**src/rtl/data_mem_responder.sv**
```systemverilog
// Multi-port data memory responder: round-robin arbitration among consumer ports,
// one access at a time through a single storage port with a fixed grant-to-ready latency.
module data_mem_responder #(
    parameter int DATA_MEM_ADDR_BITS = 8,
    parameter int DATA_MEM_DATA_BITS = 8,
    parameter int THREADS_PER_BLOCK  = 4,
    parameter int LATENCY            = 2
) (
    input  logic                          clk,
    input  logic                          reset,
    input  logic [THREADS_PER_BLOCK-1:0]  mem_read_valid,
    input  logic [DATA_MEM_ADDR_BITS-1:0] mem_read_address [THREADS_PER_BLOCK],
    output logic [THREADS_PER_BLOCK-1:0]  mem_read_ready,
    output logic [DATA_MEM_DATA_BITS-1:0] mem_read_data [THREADS_PER_BLOCK],
    input  logic [THREADS_PER_BLOCK-1:0]  mem_write_valid,
    input  logic [DATA_MEM_ADDR_BITS-1:0] mem_write_address [THREADS_PER_BLOCK],
    input  logic [DATA_MEM_DATA_BITS-1:0] mem_write_data [THREADS_PER_BLOCK],
    output logic [THREADS_PER_BLOCK-1:0]  mem_write_ready
);
    localparam int PW    = (THREADS_PER_BLOCK > 1) ? $clog2(THREADS_PER_BLOCK) : 1;
    localparam int DEPTH = 1 << DATA_MEM_ADDR_BITS;

    localparam logic [1:0] IDLE    = 2'd0;
    localparam logic [1:0] BUSY    = 2'd1;
    localparam logic [1:0] RESPOND = 2'd2;

    localparam logic [3:0] CNT_LOAD = 4'(LATENCY - 1);

    logic [1:0]                    state_reg;
    logic [3:0]                    cnt_reg;
    logic [PW-1:0]                 rr_ptr_reg;
    logic [PW-1:0]                 grant_reg;
    logic                          is_write_reg;
    logic [DATA_MEM_ADDR_BITS-1:0] addr_reg;
    logic [DATA_MEM_DATA_BITS-1:0] wdata_reg;

    logic [DATA_MEM_DATA_BITS-1:0] mem [DEPTH];

    logic [THREADS_PER_BLOCK-1:0]  req;
    logic                          any_req;
    logic [PW-1:0]                 pick;
    logic [PW-1:0]                 rr_ptr_next;
    logic                          granted_valid;
    logic                          access;

    assign req = mem_read_valid | mem_write_valid;

    // First requesting port at or after the round-robin pointer, wrapping around.
    always_comb begin
        int idx;
        any_req = 1'b0;
        pick    = '0;
        idx     = 0;
        for (int k = 0; k < THREADS_PER_BLOCK; k++) begin
            idx = int'(rr_ptr_reg) + k;
            if (idx >= THREADS_PER_BLOCK) begin
                idx = idx - THREADS_PER_BLOCK;
            end
            if (!any_req && req[idx]) begin
                any_req = 1'b1;
                pick    = PW'(idx);
            end
        end
    end

    assign rr_ptr_next   = PW'((int'(pick) + 1) % THREADS_PER_BLOCK);
    assign granted_valid = is_write_reg ? mem_write_valid[grant_reg] : mem_read_valid[grant_reg];
    assign access        = (state_reg == BUSY) && (cnt_reg == 4'd0);

    always_ff @(posedge clk or posedge reset) begin
        if (reset) begin
            state_reg       <= IDLE;
            cnt_reg         <= 4'd0;
            rr_ptr_reg      <= '0;
            grant_reg       <= '0;
            is_write_reg    <= 1'b0;
            addr_reg        <= '0;
            wdata_reg       <= '0;
            mem_read_ready  <= '0;
            mem_write_ready <= '0;
            for (int i = 0; i < THREADS_PER_BLOCK; i++) begin
                mem_read_data[i] <= '0;
            end
        end else begin
            case (state_reg)
                IDLE: begin
                    if (any_req) begin
                        // A port asking for both is served as a write; its read waits.
                        grant_reg    <= pick;
                        is_write_reg <= mem_write_valid[pick];
                        addr_reg     <= mem_write_valid[pick] ? mem_write_address[pick]
                                                              : mem_read_address[pick];
                        wdata_reg    <= mem_write_data[pick];
                        cnt_reg      <= CNT_LOAD;
                        rr_ptr_reg   <= rr_ptr_next;
                        state_reg    <= BUSY;
                    end
                end
                BUSY: begin
                    if (cnt_reg == 4'd0) begin
                        if (is_write_reg) begin
                            mem_write_ready[grant_reg] <= 1'b1;
                        end else begin
                            mem_read_ready[grant_reg] <= 1'b1;
                            mem_read_data[grant_reg]  <= mem[addr_reg];
                        end
                        state_reg <= RESPOND;
                    end else begin
                        cnt_reg <= cnt_reg - 4'd1;
                    end
                end
                RESPOND: begin
                    if (!granted_valid) begin
                        mem_read_ready  <= '0;
                        mem_write_ready <= '0;
                        state_reg       <= IDLE;
                    end
                end
                default: state_reg <= IDLE;
            endcase
        end
    end

    // Storage is never reset; a reset during BUSY forces IDLE so the write is dropped.
    always_ff @(posedge clk) begin
        if (access && is_write_reg) begin
            mem[addr_reg] <= wdata_reg;
        end
    end
endmodule
```
**config.mk**
```make
export PLATFORM = sky130hd
export DESIGN_NAME = data_mem_responder
export DESIGN_NICKNAME = d
export VERILOG_FILES = /design/src/rtl/data_mem_responder.sv
export SDC_FILE = /design/constraint.sdc
export NUM_CORES = 2
export LEC_CHECK = 0
export ABC_AREA = 1
export BUFFER_PORTS_ARGS = -buffer_cell sky130_fd_sc_hd__buf_4
export CAP_MARGIN = 25
export CORE_MARGIN = 5
export CORE_UTILIZATION = 45
export DETAILED_ROUTE_END_ITERATION = 10
export HOLD_SLACK_MARGIN = 0.05
export PLACE_DENSITY = 0.63
export SKIP_LAST_GASP = 1
export SYNTH_ARGS = -nofsm -noshare
export SYNTH_HDL_FRONTEND = slang
export SYNTH_SLANG_ARGS = --single-unit
```
**constraint.sdc**
```tcl
create_clock -name clk -period 10.4 [get_ports clk]
set_clock_uncertainty 0.2 [all_clocks]
set_input_delay 0.52 -clock clk [delete_from_list [all_inputs] [get_ports clk]]
set_output_delay 0.52 -clock clk [all_outputs]
set_load 0.005 [all_outputs]
```
Word-level counts from Yosys, hierarchy flattened
Memories as Yosys holds them, arrays and structs flattened.
Index checks and enable logic that the tools add are counted.
{"block": "op_classes", "add_sub_neg": 9, "order_cmp": 14, "eq_ne": 8, "mux": 62, "bitwise_logic": 6, "n_reduce_logical": 20}
{"op": "32-bit by 4-bit < comparator with 1-bit output, second input constant", "count": 4}
{"op": "32-bit 2-to-1 mux", "count": 4}
{"op": "8-bit 2-to-1 mux", "count": 8}
{"op": "8-bit binary-select mux with 2-bit select", "count": 3}
{"op": "32-bit bitwise mux", "count": 1}
{"op": "4-bit 2-to-1 mux", "count": 7}
{"op": "4-bit one-hot mux with 2 select lines", "count": 3}
{"op": "1-bit 2-to-1 mux", "count": 19}
{"op": "8-bit demux with 2-bit select", "count": 1}
{"op": "3-bit greater-or-equal comparator, second input constant", "count": 5}
{"op": "1-bit binary-select mux with 2-bit select", "count": 7}
{"op": "2-bit 2-to-1 mux", "count": 7}
{"op": "4-bit OR", "count": 3}
{"op": "3-bit by 3-bit subtractor with 4-bit output, second input constant", "count": 3}
{"op": "2-bit != test, second input constant", "count": 5}
{"op": "3-bit AND reduction", "count": 3}
{"op": "4-bit AND reduction", "count": 2}
{"op": "1-bit logical AND", "count": 7}
{"op": "2-bit by 2-bit adder with 3-bit output, second input constant", "count": 2}
{"op": "2-bit by 3-bit < comparator with 1-bit output, second input constant", "count": 2}
{"op": "2-bit NOT with 3-bit output", "count": 2}
{"op": "2-bit one-hot mux with 3 select lines", "count": 1}
{"op": "4-bit logical NOT", "count": 1}
{"op": "2-bit nonzero test", "count": 2}
{"op": "other kinds (15)", "count": 17}
{"block": "word_totals", "regBits": 67, "mem_bits_rw": 2048, "inputBits": 106, "output_inout_bits": 40, "wordCells": 133, "memories": 1}
{"name": "mem", "words": 256, "width": 8, "read_ports": 1, "rd_clocked_by_memory_dff": 0, "write_ports": 1, "line": "37", "text": "logic [DATA_MEM_DATA_BITS-1:0] mem [DEPTH];"}

Depth between registers and ports, before layout
{"block": "depth", "depth_word": 20, "mapped_depth": 18, "mapped_depth_nobuf": 16}

Worst setup path after synthesis
OpenSTA, ideal clock, no wires.
{"block": "synth_timing", "kind": "register to register", "start": "register wdata_reg[0]", "end": "memory mem[0][0] (data pin)", "setup_time_ns": 0.804, "t_arrival_ns": 3.183, "required_ns": 9.396, "path_slack_ns": 6.213, "path_stages_with_launch": 1, "n_path_buf": 0, "period_less_slack_ns": 4.187, "path_cell_list": "dfrtp_1"}
{"item": "start, declared", "line": "35", "text": "logic [DATA_MEM_DATA_BITS-1:0] wdata_reg;"}
{"item": "start signal, assigned", "line": "93", "text": "wdata_reg <= mem_write_data[pick];"}
{"item": "end, declared", "line": "37"}
No word-level cell before the write port.

Worst setup path in the final report
{"block": "layout_timing", "start": "register addr_reg[0]", "end": "register mem_read_data[25] in the netlist's numbering"}
{"block": "layout_via", "elab_chain_len": 2}
{"item": "start, declared", "line": "34", "text": "logic [DATA_MEM_ADDR_BITS-1:0] addr_reg;"}
{"item": "start signal, assigned", "line": "91", "text": "addr_reg <= mem_write_valid[pick] ? mem_write_address[pick]"}
{"item": "memory read 256 x 8 bit"}
{"item": "32-bit bitwise mux", "line": "105", "text": "mem_read_data[grant_reg] <= mem[addr_reg];"}
{"item": "end signal, assigned by index", "line": "105"}
{"item": "end, declared", "line": "14", "text": "output logic [DATA_MEM_DATA_BITS-1:0] mem_read_data [THREADS_PER_BLOCK],"}
Every way passes these cells.
A chain may end at the register's enable or synchronous reset.

==> impl_metrics.toml <==
[worst_hold_path]
min_to = "mem_read_ready[1]$_DFFE_PP0P_"
hold_path.class = "in -> reg"
hold_depth = 7
hold_path_startpoint = "mem_read_valid[1]"

[critical_path]
reg2reg_depth = 14
r2r-end = "mem_read_data[25]$_DFFE_PP0P_"
r2r_slack_ps = 5500
cp.required_ps = 10930
start_kind = "flop"
cp.arrival_ps = 5430
critPathCaptureType = "flop"
r2r_start = "addr_reg[0]$_DFFE_PP0P_"
path_max_fanout = 127
worstSetupPathType = "reg -> reg"

[layout]
final_common_cell = "nand2_1"
top_regs = "mem (2048), mem_read_data (32)"
fin_nets = 7059
largest_reg_flops = 2048
drive_gt1_frac = 0.0816
post-route-util = 0.512
largest-register = "mem"
final_cells = 9589
mostFrequentLayoutCells = "2,875 x nand2_1, 2,048 x edfxtp_1, 493 x nor2_1"
syn_to_final_growth_pct = 12.9

[floorplanning]
core_area_sq_um = 183000
start_util = 0.454
die_w_um = 440
num_io_pins = 146
rows = 157
die_h_um = 440
dieArea_sq_um = 194000

[synth]
syn_area_per_cell_sq_um = 12.3
synth_cell_types = 36
ys_ff_latch = 2115
synth_area_sq_um = 83200
synth_cells = 6786
syn-num-nets = 6893
yosysWarnings = 0
yosysSeqAreaShare = 0.759

[global_routing]
grtUsageTotal = 0.236
grt_pass1_wl_um = 342000
first_global_vias = 51000
grt_max_degree = 193
antenna_found_initial = 6
grt_overflow = 0

[timing]
max_freq_mhz = 204
fin_crit_ps = 4900
report.final.hold_viol_count = 0
fin_crit_sh = 0.471
maxSlewViolCount = 0
worst_pin_slew_ps = 1210
setup_tns_ps = 0
setup_violations = 0
rsz0062_at_grt = "false"
layout_setup_ws_ps = 5500
relSlewSlack = 0.195

[outcome]
status = "finished, final reports clean"

[place]
hpwl_um = 130000
place_congestion = 0.860
port_buffers = 145
dp_cells = 9138
pre_cts_ws_ps = 5580

[clock_network]
cts_sinks = 2115
root_buffer = "clkbuf_16"
postCtsSetupRepairBufs = 0
clock_latency_ps = 850
cts-buffers-inserted = 208
clk_pin_slew_worst_paths_ps = 60
h-tree-depth = 4
tritoncts = "built"
clk_path_buf_depth = 3

[routing]
drtAntennaViolNets = 0
avgViaCountPerCell = 5.60
vias = 53700
drcViolationCount = 0
drt-pass1-iter-count = 5
wl_per_cell_um = 24.3
wirelength_um = 233000
drt-initial-drc-count = 6189

[pwr]
power_density_nw_per_um2 = 283
leakagePower_nw = 33.0
vdd_ir_drop_max_v = 0.000234

[run]
drv_cap = 0
-- power by group --
part | internal (W) | switching (W)
sequential | 0.0106 | 0.000378
clock | 0.00408 | 0.00318
combinational | 0.00213 | 0.00622
total | 0.0169 | 0.00979
-- through the flow --
step	power (W)	instance area (sq um)	hold WS, ps
final	0.0266	94000	213
after global routing	0.0278	94000	285
after CTS	0.0266	93900	152
after detailed placement	0.0192	86700	259
after global placement	0.0191	86700	255
after floorplan	0.0161	83200	240
-- kinds of logic (layout without fill, tap and decap cells) --
| logic type | count (synthesis) | after routing | share of synthesized area |
|---|---|---|---|
| XOR/XNOR | 1 | 1 | 0.000105 |
| adder cells (fa/ha/maj) | 1 | 1 | 0.000150 |
| flip-flops | 2115 | 2115 | 0.759 |
| other | 0 | 2 | 0 |
| AND/OR/NAND/NOR | 3876 | 3876 | 0.189 |
| buffers and inverters | 415 | 752 | 0.0230 |
| multiplexers | 1 | 1 | 0.000120 |
| AO/OA/AOI/OAI | 377 | 377 | 0.0292 |
-- worst max-delay path, stage by stage (launching register included) --
cell,delay (ps)
dfrtp_4,850
buf_4,550
nor2_4,90
buf_12,310
buf_4,430
a22oi_1,280
nand2_1,110
nand2_1,80
nand2_1,110
o21ai_1,530
nand3_1,250
nor2_1,360
nand3_2,290
nand2_1,130
nand2_1,60
-- cell type report --
cell class	instances	area, sq um
Fill cell	15700	89500
Clock inverter	122	1060
Inverter	66	263
Antenna cell	2	5.00
Clock buffer	259	5450
Sequential cell	2115	63200
Timing Repair Buffer	305	2730
Tap cell	2464	3080
Multi-Input combinational cell	4256	18200
-- per-layer routing --
metal,part of all wire,track usage
met5,0.00012,0
met2,0.45,0.361
met4,0.034,0.0751
met1,0.41,0.338
met3,0.10,0.0533
-- cell usage after synthesis --
master,instances,area share
nand2_1,2885,0.13
edfxtp_1,2048,0.74
nor2_1,498,0.022
nand4_1,372,0.028
a22oi_1,202,0.018
buf_2,193,0.012
clkbuf_1,103,0.0046
nand3_1,96,0.0058
o21ai_0,91,0.0055
dfrtp_1,67,0.020
inv_1,49,0.0022
a21oi_1,47,0.0028
buf_1,33,0.0015
o21ai_1,22,0.0013
buf_6,11,0.0015
buf_4,9,0.00081
o211ai_1,9,0.00081
clkinv_1,8,0.00036
inv_2,8,0.00036
nand3_2,6,0.00072
or2_0,6,0.00045
nand2_2,3,0.00023
nor2_2,3,0.00023
nor3_1,3,0.00018
nand2_4,2,0.00027
o22ai_1,2,0.00015
a211oi_1,1,0.000090
ha_1,1,0.00015
inv_4,1,0.000075
mux2i_1,1,0.00012
nor2_4,1,0.00014
o21bai_1,1,0.000090
o221ai_1,1,0.00011
o31ai_1,1,0.000090
or2_1,1,0.000075
xor2_1,1,0.00011
-- worst max-delay path by stage --
stage                             startpoint                             to  slack (ps)  depth (start not counted)
finish               addr_reg[0]$_DFFE_PP0P_  mem_read_data[25]$_DFFE_PP0P_        5500                         14
detailed placement   addr_reg[0]$_DFFE_PP0P_  mem_read_data[17]$_DFFE_PP0P_        5580                         14
CTS                  addr_reg[0]$_DFFE_PP0P_  mem_read_data[25]$_DFFE_PP0P_        5590                         14
global placement     addr_reg[0]$_DFFE_PP0P_  mem_read_data[27]$_DFFE_PP0P_        5310                         16
global route         addr_reg[0]$_DFFE_PP0P_  mem_read_data[25]$_DFFE_PP0P_        5430                         14
floorplan           wdata_reg[0]$_DFFE_PP0P_            mem[0][0]$_DFFE_PP_        6210                          0
-- timing repair --
| action | 4_1_cts | 5_1_grt |
|---|---|---|
| setup endpoints to repair | 0 | 0 |
| hold buffers | 62 | 0 |
| gates resized for setup | 0 | 0 |
| endpoints found under the hold margin | 85 | 0 |
(Power assumes the default switching activity.)
